### src/rtl/mem_region_decoder.sv
// Address-range region decoder with read-only fault detection and first-fault capture.
// Optional MEM_REGION_FAULT_COUNT_EN adds a saturating 8-bit fault_count output.
module mem_region_decoder #(
  parameter int ADDR_W = 12,
  parameter int NREG = 3,
  parameter logic [NREG*ADDR_W-1:0] LIMITS = {12'hFFF, 12'h44B, 12'h400},
  parameter logic [NREG-1:0] RO_MASK = 3'b001,
  localparam int SEL_W = (NREG > 1) ? $clog2(NREG) : 1
) (
  input  logic              clk,
  input  logic              rst,
  input  logic              req,
  input  logic [ADDR_W-1:0] addr,
  input  logic              MEMLOAD,
  input  logic              fault_clr,
  output logic [SEL_W-1:0]  sel,
  output logic [NREG-1:0]   load,
  output logic              acc_valid,
  output logic              fault,
`ifdef MEM_REGION_FAULT_COUNT_EN
  output logic [7:0]        fault_count,
`endif
  output logic [ADDR_W-1:0] fault_addr
);

  logic              w_hit;
  logic              w_ro;
  logic [SEL_W-1:0]  w_idx;
  logic              w_fault;
  logic              w_wr_ok;
  logic [NREG-1:0]   w_onehot;

  logic [SEL_W-1:0]  r_sel;
  logic [NREG-1:0]   r_load;
  logic              r_acc;
  logic              r_fault;
  logic [ADDR_W-1:0] r_fa;

  // Lowest region whose (previous limit, own limit] window holds addr.
  always_comb begin
    w_hit = 1'b0;
    w_ro  = 1'b0;
    w_idx = '0;
    for (int i = 0; i < NREG; i++) begin
      if (!w_hit
          && addr <= LIMITS[i*ADDR_W +: ADDR_W]
          && (i == 0
              || addr > LIMITS[((i > 0) ? i - 1 : 0)*ADDR_W +: ADDR_W])) begin
        w_hit = 1'b1;
        w_ro  = RO_MASK[i];
        w_idx = SEL_W'(i);
      end
    end
  end

  assign w_fault  = req && (!w_hit || (MEMLOAD && w_ro));
  assign w_wr_ok  = req && MEMLOAD && !w_fault;
  assign w_onehot = NREG'(1) << w_idx;

  always_ff @(posedge clk or posedge rst) begin
    if (rst) begin
      r_sel   <= '0;
      r_load  <= '0;
      r_acc   <= 1'b0;
      r_fault <= 1'b0;
      r_fa    <= '0;
    end else begin
      r_acc   <= req;
      r_load  <= w_wr_ok ? w_onehot : '0;
      if (req && w_hit)
        r_sel <= w_idx;
      r_fault <= w_fault | (r_fault & ~fault_clr);
      // A new fault wins over a concurrent clear.
      if (w_fault && (!r_fault || fault_clr))
        r_fa <= addr;
      else if (fault_clr)
        r_fa <= '0;
    end
  end

`ifdef MEM_REGION_FAULT_COUNT_EN
  logic [7:0] r_cnt;

  always_ff @(posedge clk or posedge rst) begin
    if (rst)
      r_cnt <= '0;
    else if (fault_clr)
      r_cnt <= w_fault ? 8'd1 : 8'd0;
    else if (w_fault && r_cnt != 8'hFF)
      r_cnt <= r_cnt + 8'd1;
  end

  assign fault_count = r_cnt;
`endif

  assign sel        = r_sel;
  assign load       = r_load;
  assign acc_valid  = r_acc;
  assign fault      = r_fault;
  assign fault_addr = r_fa;

endmodule
### config.mk
export PLATFORM = sky130hd
export DESIGN_NAME = mem_region_decoder
export DESIGN_NICKNAME = d
export VERILOG_FILES = /design/src/rtl/mem_region_decoder.sv
export SDC_FILE = /design/constraint.sdc
export NUM_CORES = 1
export LEC_CHECK = 0
export BUFFER_PORTS_ARGS = -buffer_cell sky130_fd_sc_hd__buf_2
export CAP_MARGIN = 15
export CORE_MARGIN = 2
export CORE_UTILIZATION = 49
export CTS_CLUSTER_SIZE = 40
export DETAILED_ROUTE_END_ITERATION = 10
export GPL_ROUTABILITY_DRIVEN = 0
export GPL_TIMING_DRIVEN = 0
export PLACE_DENSITY = 0.86
export SETUP_SLACK_MARGIN = 0.15
export SLEW_MARGIN = 5
export SYNTH_ARGS = -nofsm -noshare
export SYNTH_HDL_FRONTEND = slang
export SYNTH_SLANG_ARGS = --single-unit
### constraint.sdc
create_clock -name clk -period 3.7 [get_ports clk]
set_clock_uncertainty 0.1 [all_clocks]
set_input_delay 0.37 -clock clk [delete_from_list [all_inputs] [get_ports clk]]
set_output_delay 0.37 -clock clk [all_outputs]
set_load 0.02 [all_outputs]
==> flow_summary.toml <==
[outcome]
status = "finished, final reports clean"

[setup_path]
critPathRequiredTime_ns = 3.79
critPathKind = "in2reg"
arrival_ns = 2.00
reg2regPathDepth = 4
r2r-start = "fault"
cp-end-kind = "flip-flop"
r2r_end = "fault_addr[6]"
critical_path_peak_fanout = 10
reg2reg_setup_slack_ns = 2.21
critPathLaunchType = "input pin"

[yosys]
synthArstFlopShare = 1.00
synth_edf_count = 0
yosysSeqAreaShare = 0.544
synth-main-ff-cell = "dfrtp_1"
yosysWarnings = 0
synth_cell_types = 24
syn_inst = 67
synth_area_um2 = 875
synth.net_count = 84
synth-seq-cells = 19
avgSynthCellArea_um2 = 13.1

[power]
max-vdd-ir-drop_mv = 0.261
pwr_density_cell_nw_per_um2 = 343
leakage_nw = 0.595

[timing]
max_freq_mhz = 524
rsz0062_at_grt = "false"
period_minus_slack_ns = 1.91
fin_crit_sh = 0.516
timing.final.hold_violations = 0
setup_viol = 0
tightest_slew_ns = 0.670
finalSetupTns_ns = 0
slew_violations = 0
relSlewSlack = 0.553

[finish]
fin_cells = 131
design_area_um2 = 1110
layout.nets = 124
area_delta_synth_final_pct = 26.8
antenna_cells = 0
layout-drive-gt1-share = 0.481
fin_util = 0.649

[placed_design]
post_dp_cell_area_um2 = 1080
io_buffers = 35
place_inst = 127
dp_hpwl_um = 1350

[floorplan]
die_height_um = 46.2
initial_core_util = 0.512
core_um2 = 1710
std_cell_rows = 15
dieArea_um2 = 2140
die_w_um = 46.2
ios = 36

[drt]
detail-route-antenna-nets = 0
vias = 650
vias_per_cell = 4.96
drtIter0Drc = 5
drc = 0
drt_wl_total_um = 1720
wire_per_inst_um = 13.1
drtPass1Iterations = 4

[clock_tree]
cts_resized = 0
cts_tree = "built"
clkTransAtPathRegs_ns = 0.11
htree_levels = 1
cts_root_buffer = "clkbuf_4"
clk_path_buf_depth = 2
clkLatencyLatePin_ns = 0.29
post_cts_buffers = 0
cts_buffers = 3
ctsHoldBuffers = 0
numClockSinks = 19

[grt]
grt.total_usage = 0.181
grt_pass1_wl_um = 2660
antenna_found_initial = 0
grt_pass1_vias = 606
grt-ovfl-total = 0
grt_max_degree = 20

[flow_run]
maxCapViolCount = 0

[min_path]
min_path_type = "in2async"
==> Yosys cell counts, drive strengths merged, types with 2 or more instances <==
| cell | n | share of area |
|---|---|---|
| a21oi | 2 | 0.011 |
| dfrtp | 19 | 0.54 |
| mux2 | 11 | 0.18 |
| nand2 | 2 | 0.0086 |
| nor2 | 2 | 0.0086 |
| nor2b | 13 | 0.093 |
| nor3b | 2 | 0.023 |
| nor4 | 2 | 0.021 |
| o21ai | 2 | 0.011 |
==> final cells by class <==
class	instances	area, um2
Fill cell	142	599
Sequential cell	19	475
Multi-Input combinational cell	45	380
Timing Repair Buffer	35	175
Tap cell	25	31.3
Clock buffer	3	22.5
Buffer	2	15.0
Clock inverter	1	5.00
Inverter	1	3.75
==> routing by layer <==
metal	share of wire	routed length (um)	track usage
met4	0.019	33	0.0857
met3	0.040	69	0.0353
met1	0.41	704	0.213
met5	0	0	0
met2	0.53	914	0.314
==> worst max-delay path by stage <==
stage | from | end
3_3_place_gp | addr[7] | fault_addr[7]
2_1_floorplan | addr[7] | fault_addr[0]
3_5_place_dp | addr[7] | fault_addr[6]
4_1_cts | addr[7] | fault_addr[6]
5_1_grt | addr[0] | fault_addr[4]
6_report | addr[7] | fault_addr[6]
==> cell families after synthesis <==
kind of cell           count (synthesis)  share of synthesized area
and+or+nand+nor                       25                      0.189
DFF                                   19                      0.544
muxes                                 11                      0.180
AOI/OAI and AO/OA                      8                     0.0615
buffers and inverters                  3                     0.0215
other                                  1                    0.00429
==> sequential cells by signal, summed over array words and instances (netlist names) <==
name,count
load,3
fault_addr,12
sel,2
acc_valid,1
fault,1
==> layout by cell type (no fill, tap or decap), drive strengths merged <==
master and count:
buf 36, dfrtp 19, nor2b 13, mux2 11, clkbuf 4, nand2 2, nor2 2, o21ai 2
a21oi 2, nor4 2, nor3b 2, nor4b 1, a31oi 1, nand2b 1, and4b 1, a211o 1
a31o 1, nand3 1, inv 1, a41o 1, clkinv 1, conb 1
==> power by group <==
group | total [W] | switching (W) | internal, W
combinational | 0.0000582 | 0.0000339 | 0.0000243
clock | 0.000104 | 0.0000635 | 0.0000402
sequential | 0.000218 | 0.00000308 | 0.000215
total | 0.000380 | 0.000100 | 0.000280
==> per-stage QoR <==
stage               hold slack (ns)  power (W)  worst slack (ns)
floorplan                     0.221   0.000256              1.78
finish                       0.0510   0.000380              1.79
CTS                          0.0768   0.000384              1.77
global route                  0.113   0.000395              1.67
global placement              0.396   0.000279              1.49
detailed placement            0.407   0.000281              1.45
==> critical path: stages <==
cell and delay (ns):
buf_2 0.11, nor4_2 0.43, a31oi_1 0.24, nor3b_2 0.31, buf_6 0.22, mux2_4 0.31
No activity file was read; power rests on OpenSTA's default activity.
